--- config.mk ---
export PLATFORM = sky130hd
export DESIGN_NAME = sc_ram_be_flat
export DESIGN_NICKNAME = d
export VERILOG_FILES = /design/src/rtl/sc_ram_pkg.sv /design/src/rtl/sc_ram_be_if.sv /design/src/rtl/sc_ram_clear.sv /design/src/rtl/sc_ram_be.sv /design/src/flat_wrapper.sv
export SDC_FILE = /design/constraint.sdc
export NUM_CORES = 2
export LEC_CHECK = 0
export BUFFER_PORTS_ARGS = -buffer_cell sky130_fd_sc_hd__buf_4
export CAP_MARGIN = 0
export CORE_UTILIZATION = 55
export DETAILED_ROUTE_END_ITERATION = 8
export PLACE_DENSITY = 0.71
export SYNTH_ARGS = -nofsm -noshare
export SYNTH_HDL_FRONTEND = slang
export SYNTH_SLANG_ARGS = --single-unit
--- constraint.sdc ---
create_clock -name clk -period 6.8 [get_ports clk]
set_input_delay 0.68 -clock clk [delete_from_list [all_inputs] [get_ports clk]]
set_output_delay 0.68 -clock clk [all_outputs]
set_load 0.005 [all_outputs]
--- src/rtl/sc_ram_pkg.sv ---
// Shared types and helpers for the byte-enabled single-clock RAM and its clear engine.
package sc_ram_pkg;

  typedef enum logic {
    CLEAR = 1'b0,
    RUN   = 1'b1
  } clr_state_e;

  localparam int READ_FIRST  = 0;
  localparam int WRITE_FIRST = 1;

  function automatic int nb(input int data_width, input int byte_width);
    return data_width / byte_width;
  endfunction

endpackage

--- src/rtl/sc_ram_be_if.sv ---
// Port A write / port B read bus plus clear handshake for sc_ram_be.
interface sc_ram_be_if #(
  parameter int ADDR_WIDTH = 8,
  parameter int DATA_WIDTH = 16,
  parameter int NB         = 2
);
  logic                  ena;
  logic [NB-1:0]         wea;
  logic [ADDR_WIDTH-1:0] addra;
  logic [DATA_WIDTH-1:0] dia;
  logic                  enb;
  logic [ADDR_WIDTH-1:0] addrb;
  logic [DATA_WIDTH-1:0] dob;
  logic                  dob_valid;
  logic                  clear_req;
  logic                  ready;

  modport master (
    output ena, wea, addra, dia, enb, addrb, clear_req,
    input  dob, dob_valid, ready
  );

  modport slave (
    input  ena, wea, addra, dia, enb, addrb, clear_req,
    output dob, dob_valid, ready
  );
endinterface

--- src/rtl/sc_ram_clear.sv ---
// Clear engine: walks every address once after reset or on request, then idles in RUN.
module sc_ram_clear
  import sc_ram_pkg::*;
#(
  parameter int ADDR_WIDTH     = 8,
  parameter int CLEAR_ON_RESET = 1
) (
  input  logic                  clk,
  input  logic                  rst,
  input  logic                  clear_req,
  output logic                  clr_active,
  output logic [ADDR_WIDTH-1:0] clr_addr,
  output logic                  ready
);

  localparam int DEPTH = 1 << ADDR_WIDTH;
  localparam logic [ADDR_WIDTH:0] LAST_ADDR = (ADDR_WIDTH + 1)'(DEPTH - 1);
  localparam clr_state_e RST_STATE = (CLEAR_ON_RESET != 0) ? CLEAR : RUN;

  clr_state_e            state_r;
  clr_state_e            state_next;
  logic [ADDR_WIDTH:0]   cnt_r;
  logic [ADDR_WIDTH:0]   cnt_next;
  logic                  ready_r;

  // Next-state and counter logic; clear_req while clearing does not restart the walk.
  always_comb begin
    state_next = state_r;
    cnt_next   = cnt_r;
    case (state_r)
      CLEAR: begin
        if (cnt_r == LAST_ADDR) begin
          state_next = RUN;
          cnt_next   = {(ADDR_WIDTH + 1){1'b0}};
        end else begin
          cnt_next = cnt_r + 1'b1;
        end
      end
      RUN: begin
        if (clear_req) begin
          state_next = CLEAR;
          cnt_next   = {(ADDR_WIDTH + 1){1'b0}};
        end else begin
          cnt_next = cnt_r;
        end
      end
      default: begin
        state_next = RST_STATE;
        cnt_next   = {(ADDR_WIDTH + 1){1'b0}};
      end
    endcase
  end

  // ready is registered from the next state so it is low during reset in either mode.
  always_ff @(posedge clk or posedge rst) begin
    if (rst) begin
      state_r <= RST_STATE;
      cnt_r   <= {(ADDR_WIDTH + 1){1'b0}};
      ready_r <= 1'b0;
    end else begin
      state_r <= state_next;
      cnt_r   <= cnt_next;
      ready_r <= (state_next == RUN);
    end
  end

  assign clr_active = (state_r == CLEAR);
  assign clr_addr   = cnt_r[ADDR_WIDTH-1:0];
  assign ready      = ready_r;

endmodule

--- src/rtl/sc_ram_be.sv ---
// Single-clock dual-port RAM (A writes, B reads) with byte enables, 1/2-cycle read
// latency, selectable read-during-write behaviour and a hardware clear engine.
module sc_ram_be
  import sc_ram_pkg::*;
#(
  parameter int ADDR_WIDTH     = 8,
  parameter int DATA_WIDTH     = 16,
  parameter int BYTE_WIDTH     = 8,
  parameter int READ_LATENCY   = 1,
  parameter int COLLISION_MODE = READ_FIRST,
  parameter int CLEAR_ON_RESET = 1
) (
  input logic         clk,
  input logic         rst,
  sc_ram_be_if.slave  bus
);

  localparam int NB    = nb(DATA_WIDTH, BYTE_WIDTH);
  localparam int DEPTH = 1 << ADDR_WIDTH;

  if ((DATA_WIDTH % BYTE_WIDTH) != 0) begin : g_bad_width
    $error("sc_ram_be: DATA_WIDTH must be a multiple of BYTE_WIDTH");
  end

  logic                  clr_active;
  logic [ADDR_WIDTH-1:0] clr_addr;
  logic [NB-1:0]         wr_en;
  logic [ADDR_WIDTH-1:0] wr_addr;
  logic [DATA_WIDTH-1:0] wr_data;
  logic                  rd_en;
  logic [NB-1:0]         byp_lanes;
  logic [DATA_WIDTH-1:0] rd_next;
  logic [DATA_WIDTH-1:0] rd_q;
  logic                  rd_v;
  logic [DATA_WIDTH-1:0] mem [DEPTH];

  sc_ram_clear #(
    .ADDR_WIDTH     (ADDR_WIDTH),
    .CLEAR_ON_RESET (CLEAR_ON_RESET)
  ) u_clear (
    .clk        (clk),
    .rst        (rst),
    .clear_req  (bus.clear_req),
    .clr_active (clr_active),
    .clr_addr   (clr_addr),
    .ready      (bus.ready)
  );

  // While clearing, the engine owns the write port with all lanes enabled and zero data.
  always_comb begin
    if (clr_active) begin
      wr_en   = {NB{1'b1}};
      wr_addr = clr_addr;
      wr_data = {DATA_WIDTH{1'b0}};
    end else begin
      wr_en   = bus.ena ? bus.wea : {NB{1'b0}};
      wr_addr = bus.addra;
      wr_data = bus.dia;
    end
  end

  always_ff @(posedge clk) begin
    for (int i = 0; i < NB; i++) begin
      if (wr_en[i]) begin
        mem[wr_addr][i*BYTE_WIDTH +: BYTE_WIDTH] <= wr_data[i*BYTE_WIDTH +: BYTE_WIDTH];
      end
    end
  end

  assign rd_en = bus.enb & ~clr_active;

  // Same-address bypass: only the lanes being written take the new data.
  always_comb begin
    if ((COLLISION_MODE == WRITE_FIRST) && bus.ena && (bus.addra == bus.addrb)) begin
      byp_lanes = bus.wea;
    end else begin
      byp_lanes = {NB{1'b0}};
    end
    rd_next = mem[bus.addrb];
    for (int i = 0; i < NB; i++) begin
      rd_next[i*BYTE_WIDTH +: BYTE_WIDTH] = byp_lanes[i] ? bus.dia[i*BYTE_WIDTH +: BYTE_WIDTH]
                                                         : mem[bus.addrb][i*BYTE_WIDTH +: BYTE_WIDTH];
    end
  end

  always_ff @(posedge clk or posedge rst) begin
    if (rst) begin
      rd_q <= {DATA_WIDTH{1'b0}};
      rd_v <= 1'b0;
    end else begin
      rd_v <= rd_en;
      if (rd_en) begin
        rd_q <= rd_next;
      end
    end
  end

  if (READ_LATENCY == 1) begin : g_lat1
    assign bus.dob       = rd_q;
    assign bus.dob_valid = rd_v;
  end else if (READ_LATENCY == 2) begin : g_lat2
    logic [DATA_WIDTH-1:0] dob_r;
    logic                  dob_valid_r;

    // Second output stage; holds its value across idle slots like the first.
    always_ff @(posedge clk or posedge rst) begin
      if (rst) begin
        dob_r       <= {DATA_WIDTH{1'b0}};
        dob_valid_r <= 1'b0;
      end else begin
        dob_valid_r <= rd_v;
        if (rd_v) begin
          dob_r <= rd_q;
        end
      end
    end

    assign bus.dob       = dob_r;
    assign bus.dob_valid = dob_valid_r;
  end else begin : g_bad_latency
    $error("sc_ram_be: READ_LATENCY must be 1 or 2");
  end

endmodule

--- src/flat_wrapper.sv ---
// flat-port wrapper written by rule: the top's interface ports become plain ports
module sc_ram_be_flat import sc_ram_pkg::*;
#(
  parameter int ADDR_WIDTH     = 8,
  parameter int DATA_WIDTH     = 16,
  parameter int BYTE_WIDTH     = 8,
  parameter int READ_LATENCY   = 1,
  parameter int COLLISION_MODE = READ_FIRST,
  parameter int CLEAR_ON_RESET = 1
)
  (clk, rst, bus_ena, bus_wea, bus_addra, bus_dia, bus_enb, bus_addrb, bus_clear_req, bus_dob, bus_dob_valid, bus_ready);
  sc_ram_be_if #(.ADDR_WIDTH(ADDR_WIDTH), .DATA_WIDTH(DATA_WIDTH), .NB(2)) bus_i ();
  input logic clk;
  input logic rst;
  input wire logic [$bits(bus_i.ena)-1:0] bus_ena;
  input wire logic [$bits(bus_i.wea)-1:0] bus_wea;
  input wire logic [$bits(bus_i.addra)-1:0] bus_addra;
  input wire logic [$bits(bus_i.dia)-1:0] bus_dia;
  input wire logic [$bits(bus_i.enb)-1:0] bus_enb;
  input wire logic [$bits(bus_i.addrb)-1:0] bus_addrb;
  input wire logic [$bits(bus_i.clear_req)-1:0] bus_clear_req;
  output wire logic [$bits(bus_i.dob)-1:0] bus_dob;
  output wire logic [$bits(bus_i.dob_valid)-1:0] bus_dob_valid;
  output wire logic [$bits(bus_i.ready)-1:0] bus_ready;
  assign bus_i.ena = bus_ena;
  assign bus_i.wea = bus_wea;
  assign bus_i.addra = bus_addra;
  assign bus_i.dia = bus_dia;
  assign bus_i.enb = bus_enb;
  assign bus_i.addrb = bus_addrb;
  assign bus_i.clear_req = bus_clear_req;
  assign bus_dob = bus_i.dob;
  assign bus_dob_valid = bus_i.dob_valid;
  assign bus_ready = bus_i.ready;
  sc_ram_be #(.ADDR_WIDTH(ADDR_WIDTH), .DATA_WIDTH(DATA_WIDTH), .BYTE_WIDTH(BYTE_WIDTH), .READ_LATENCY(READ_LATENCY), .COLLISION_MODE(COLLISION_MODE), .CLEAR_ON_RESET(CLEAR_ON_RESET)) u_core (.clk(clk), .rst(rst), .bus(bus_i));
endmodule
==> Yosys cells after proc, flatten, opt, wreduce, memory -nomap -nowiden <==
Memories as Yosys holds them, arrays and structs flattened. A register that Yosys moved wholly into a read port is not among the register bits.
Index checks and enable logic that the tools add are counted.
{ "word_totals": {"mem_count": 1, "mem_bits_rw": 4096, "latchBits": 0, "out_inout_bits": 18, "wordCells": 23, "inputBits": 39, "register_bits": 11, "mem_bits_ro": 0} }
{ "memory_table": {"columns": ["memory", "words", "word_bits", "rd", "rd_ports_with_merged_regs", "write_ports", "line", "source"], "rows": [
  ["u_core.mem", 256, 16, 1, 1, 1, "sc_ram_be.sv:35", "logic [DATA_WIDTH-1:0] mem [DEPTH];"]
]} }
{ "classes": {"muxes": 14, "add_sub_neg": 1, "div_mod_pow": 0, "shift": 0, "n_bitwise": 2, "mul": 0, "order_cmp": 0, "eq_ne": 2, "reduce_logical": 0} }
{ "op_table": {"columns": ["operator", "n"], "rows": [
  ["$mux 9", 2],
  ["$pmux 9 s2", 1],
  ["$mux 16", 1],
  ["$add 9x1->9 const B", 1],
  ["$eq 9x8->1 const B", 1],
  ["$mux 8", 1],
  ["$mux 1", 6],
  ["$mux 2", 2],
  ["$ne 2x2->1 const B", 1],
  ["$pmux 1 s2", 1],
  ["$and 1x1->1", 1],
  ["$not 1->1", 1]
]} }

==> Longest topological paths before layout <==
{ "depth": {"word_depth": 4, "mapped_depth": 14, "ltp_nobuf": 8} }

==> Cells and area by module <==
From an unflattened synthesis, not the netlist that was laid out.
{ "unflattened": {"cells_unflattened": 8088, "area_unflattened_um2": 161568.7} }
{ "modules_own_cells": {"columns": ["module", "cells_per_inst", "instances", "seq_area_each_um2", "area_each_um2"], "rows": [
  ["sc_ram_be", 8028, 1, 123423.4, 161006.9],
  ["sc_ram_clear", 60, 1, 250.2, 561.8]
]} }

==> Least setup slack after synthesis <==
OpenSTA, ideal clock, no wires.
{ "synth_timing": {"path_kind": "register to register", "from": "register u_core.u_clear.ready (netlist name)", "to": "memory u_core.mem[0][10] (data pin)", "setup_time_ns": 0.867, "arrival_time_ns": 4.715, "period_less_slack_ns": 5.582, "n_path_buf": 4, "setup_slack_ns": 1.218, "required_time_ns": 5.933, "path_stages_with_launch": 6, "cell_sequence": "dfrtp_1 > clkbuf_1 > buf_1 > clkbuf_1 > clkbuf_1 > and2_1"} }
{ "synth_lines": {"columns": ["item", "line"], "rows": [
  ["end: declaration", "sc_ram_be.sv:35"]
]} }

==> results.txt <==
- Status: completed
* Initial drt markers: 13100
* Pins over their slew limit: 0
- Worst Setup Slack post-DPL: between 1.5 and 2 ns
* FF+latch count, synth: just over 4000
- Counting both buffers and inverters, the worst setup path holds a total of 1.
* Classification of the worst setup path: reg2reg
* Crit-path leading delay family: simple AND/OR/NAND/NOR gates
* Achievable clock frequency: ~220 MHz
- Post-synthesis cell type with the largest combined area: sky130_fd_sc_hd__edfxtp_1
- Counting I/O delays and the setup requirement, the final critical path takes around 4.6 ns.
- Reg2Reg Depth: 4
- Yosys attributes the largest share of cell area to sky130_fd_sc_hd__edfxtp_1, sky130_fd_sc_hd__mux4_2, sky130_fd_sc_hd__mux2i_1, sky130_fd_sc_hd__nor2_1, sky130_fd_sc_hd__mux4_1.
* CTS max path bufs: 4
- The library cell used most frequently in the layout, excluding fill and tap cells, is sky130_fd_sc_hd__edfxtp_1.
* Remaining routing DRC violations: 0
- Via count of the routed design: ~84000
- For this configuration, the core starts out at a cell density of a little under three fifths.
* Overall power consumption: 54.4 mW
- For this run, the leading register cell type out of synthesis is sky130_fd_sc_hd__edfxtp_1.
- Number of library cell types mapped by synthesis: 77
- The number of placed instances, taps included, is ~12000.
- Worst Hold Class: in2reg
- Congestion Overflow GR: 0
- In the synthesized netlist, the number of instances is 7904.
- The share of synthesized area in the top cell type comes to between 70% and 80%.
- Max cap viols: 0
* RSZ-0062 raised after global routing: false
* Slew at the pin with the worst max-slew slack: 1.41 ns
* Area of the core region: around 0.3 mm^2
- Clk pin slew, worst setup/hold paths: around 0.070 ns
* Setup skew after layout: around 0.058 ns
* Standard cell with the maximum stage delay on the critical path: sky130_fd_sc_hd__nand3_1
- Ordered list of cells on the worst path: o32ai_1 -> nand3_1 -> buf_4 -> nor2_1
- VDD IR-drop max: approximately 0.00024 V
- The library cells used most frequently in the layout, excluding fill and tap cells, are sky130_fd_sc_hd__edfxtp_1, sky130_fd_sc_hd__mux4_2, sky130_fd_sc_hd__mux2i_1, sky130_fd_sc_hd__nor2_1, sky130_fd_sc_hd__clkbuf_16.
- Number of rows created at floorplan: around 200
- The number of nets handed over by synthesis was ~7900.
- Number of synthesized flops with an enable pin: between 4000 and 5000
- Cts repair resizes: 0
- Fin Setup TNS: 0 ns
- Critical path capture point type: register
- On the worst path, the slowest cell contributes a delay of roughly 1.2 ns.
- Final setup margin: 2.23 ns
- Hold violation total from the final report: 0
- Number of setup buffers added after CTS: 0
- Via count normalized by instance count: around 6.8
- Along the worst path, the maximum fanout reaches 34.
* Number of clock sinks: about 4000
- The critical path crosses 4 cells after its start point.
- Library cell used as clock root buffer: sky130_fd_sc_hd__clkbuf_16
- Setup violators final: 0
* Maximum number of pins on one net before global-route repair: about 260
- STA puts the critical path data arrival time at a little over 5 ns.
* Syn avg cell area: ~20 um^2
- Post-route fraction of the period consumed by the critical path: approximately two thirds
- Summed over all layers, the routed wires come to between 400000 and 500000 um.
- Floorplan die area: 0.295 mm^2
- Leakage power: 57.5 nW
* RePlAce Congestion: around 0.91
- TritonCTS clock tree: yes
- For this run, the number of standard cells in the final layout without fillers is between 10000 and 15000.
- Relative to the synthesized area, the layout overhead comes to 10.5%.
- Global routing consumed, over all layers together, between 20 and 30% of the routing resources.
- Count of TritonRoute iterations in the first routing pass: 9
* FFs w/ async S/R, synth: 0.655%
- Total power density per cell area: 305 mW/mm^2
* Proportion of layout cells with a drive suffix above 1: between 10% and 20%
* Share of the core filled with cells: 61.2%
* Global-route wire length before repair: about 610000 um
- The detail route stage leaves a number of antenna-violating nets equal to 0.
* WL per Instance: around 36 um
* I/O Buffers: between 50 and 60
- CTS Buf Count: approximately 400
- Antenna violations before repair: 31
- STA puts the critical path data required time at between 7 and 8 ns.
* Layout net count: 8103
- STA classifies the critical path startpoint as a register.
- Synthesis warning total: 0
* Cell depth of the worst hold path: 2
- Number of top-level pins: 57
* Worst max-slew margin expressed relative to the limit: 3.37%
- Summing the sequential cell areas from Yosys gives 76.7% of the chip area.
* Synth Cell Area: between 0.15 and 0.2 mm^2
- The die is between 500 and 600 um tall.
* Via count of the first global-routing pass: a little over 80000
* Detailed-placement wirelength estimate: between 200000 and 300000 um
- The floorplan step set the die width to about 540 um.
- Number of H-tree levels: 5
- Insertion delay of the later-clocked pin in the worst-skew pair: between 0.9 and 1 ns
==> kinds of logic (layout without fill, tap and decap cells) <==
| group | after synthesis | in the layout | synth area share, % |
|---|---|---|---|
| adders and majority gates | 1 | 1 | 0.00776 |
| xor gates and xnor gates | 1 | 1 | 0.00543 |
| AOI/OAI and AO/OA | 871 | 871 | 3.83 |
| buffers and inverters | 512 | 1014 | 2.27 |
| other | 0 | 12 | 0 |
| muxes | 1390 | 1390 | 14.6 |
| and+or+nand+nor | 1006 | 1006 | 2.64 |
| DFF | 4123 | 4123 | 76.7 |
==> synth_stat cells (10+ instances only) <==
master	count
sky130_fd_sc_hd__edfxtp_1	4096
sky130_fd_sc_hd__mux4_1	74
sky130_fd_sc_hd__and3_1	11
sky130_fd_sc_hd__clkbuf_1	169
sky130_fd_sc_hd__nand4_1	20
sky130_fd_sc_hd__buf_8	48
sky130_fd_sc_hd__a31oi_1	16
sky130_fd_sc_hd__buf_2	101
sky130_fd_sc_hd__a22oi_1	93
sky130_fd_sc_hd__buf_1	18
sky130_fd_sc_hd__a22o_1	11
sky130_fd_sc_hd__a2111oi_0	45
sky130_fd_sc_hd__buf_12	17
sky130_fd_sc_hd__a21oi_1	105
sky130_fd_sc_hd__nor4_1	10
sky130_fd_sc_hd__or4_1	12
sky130_fd_sc_hd__buf_4	50
sky130_fd_sc_hd__inv_1	25
sky130_fd_sc_hd__a211oi_1	44
sky130_fd_sc_hd__buf_6	59
sky130_fd_sc_hd__or3_1	10
sky130_fd_sc_hd__dfrtp_1	27
sky130_fd_sc_hd__mux2_2	42
sky130_fd_sc_hd__nand2_1	216
sky130_fd_sc_hd__nand3_1	74
sky130_fd_sc_hd__o22ai_1	172
sky130_fd_sc_hd__nor2_1	566
sky130_fd_sc_hd__mux2i_1	609
sky130_fd_sc_hd__mux4_2	665
sky130_fd_sc_hd__nor3_1	26
sky130_fd_sc_hd__o32ai_1	12
sky130_fd_sc_hd__o21ai_0	112
sky130_fd_sc_hd__a221oi_1	42
sky130_fd_sc_hd__and2_1	22
sky130_fd_sc_hd__o221ai_1	155
==> stage by stage <==
stage,cell area [um^2],hold slack [ns]
final,178000,0.134
after global routing,178000,0.124
after CTS,178000,0.0873
after detailed placement,165000,0.510
after global placement,165000,0.505
after floorplan,161000,0.483
==> layer usage <==
layer	wire length (um)	track usage [%]	vias to the layer above
met2	199000	44.0	5939
met1	161000	41.2	44100
li1	-	-	33200
met5	120	0	-
met4	22500	13.4	18
met3	54700	7.47	960
==> flip-flops by register name, indices dropped and copies added (netlist names) <==
register,flops
u_core.bus.dob,16
u_core.bus.dob_valid,1
u_core.mem,4096
u_core.u_clear.cnt_r,9
u_core.u_clear.ready,1
==> worst register-to-register path, delay by kind of cell, from the launching register on <==
| family | cells | cell delay [ns] |
|---|---|---|
| AO/OA/AOI/OAI | 1 | 1.07 |
| buffers and inverters | 1 | 0.57 |
| AND/OR/NAND/NOR | 2 | 1.86 |
| flip-flops | 1 | 0.66 |
==> cell type report <==
| cell class | instances | area, um^2 |
|---|---|---|
| flip-flops and latches | 4123 | 124000 |
| fillers | 19800 | 113000 |
| multi-input cells | 3269 | 34300 |
| clock buffers | 499 | 10500 |
| well taps | 3900 | 4880 |
| clock inverters | 245 | 2480 |
| repair buffers | 243 | 2320 |
| inverters | 27 | 109 |
| diodes | 12 | 30.0 |
==> worst paths after layout <==
path                                                       end  slack, ns                           startpoint
hold reg to reg            u_core.u_clear.cnt_r[8]$_DFFE_PP0P_       0.52  u_core.u_clear.cnt_r[8]$_DFFE_PP0P_
hold / removal                    u_core.mem[59][14]$_DFFE_PP_       0.13                          bus_dia[14]
setup reg to reg                  u_core.mem[176][8]$_DFFE_PP_       2.23       u_core.u_clear.ready$_DFF_PP0_
setup / recovery                  u_core.mem[176][8]$_DFFE_PP_       2.23       u_core.u_clear.ready$_DFF_PP0_
max in group asynchronous        u_core.bus.dob[5]$_DFFE_PP0P_       5.74                                  rst
min in group asynchronous       u_core.bus.dob_valid$_DFF_PP0_       0.47                                  rst
==> where the power goes <==
part	internal [mW]	total (mW)	switching, mW
logic	0.978	3.75	2.77
registers	28.3	28.5	0.205
clock network	12.5	22.1	9.65
total	41.8	54.4	12.6
==> timing repair <==
action	CTS	global route
endpoints found under the setup margin	0	0
hold endpoints to repair	28	0
hold buffers	2	0
No activity file was read; power rests on OpenSTA's default activity.
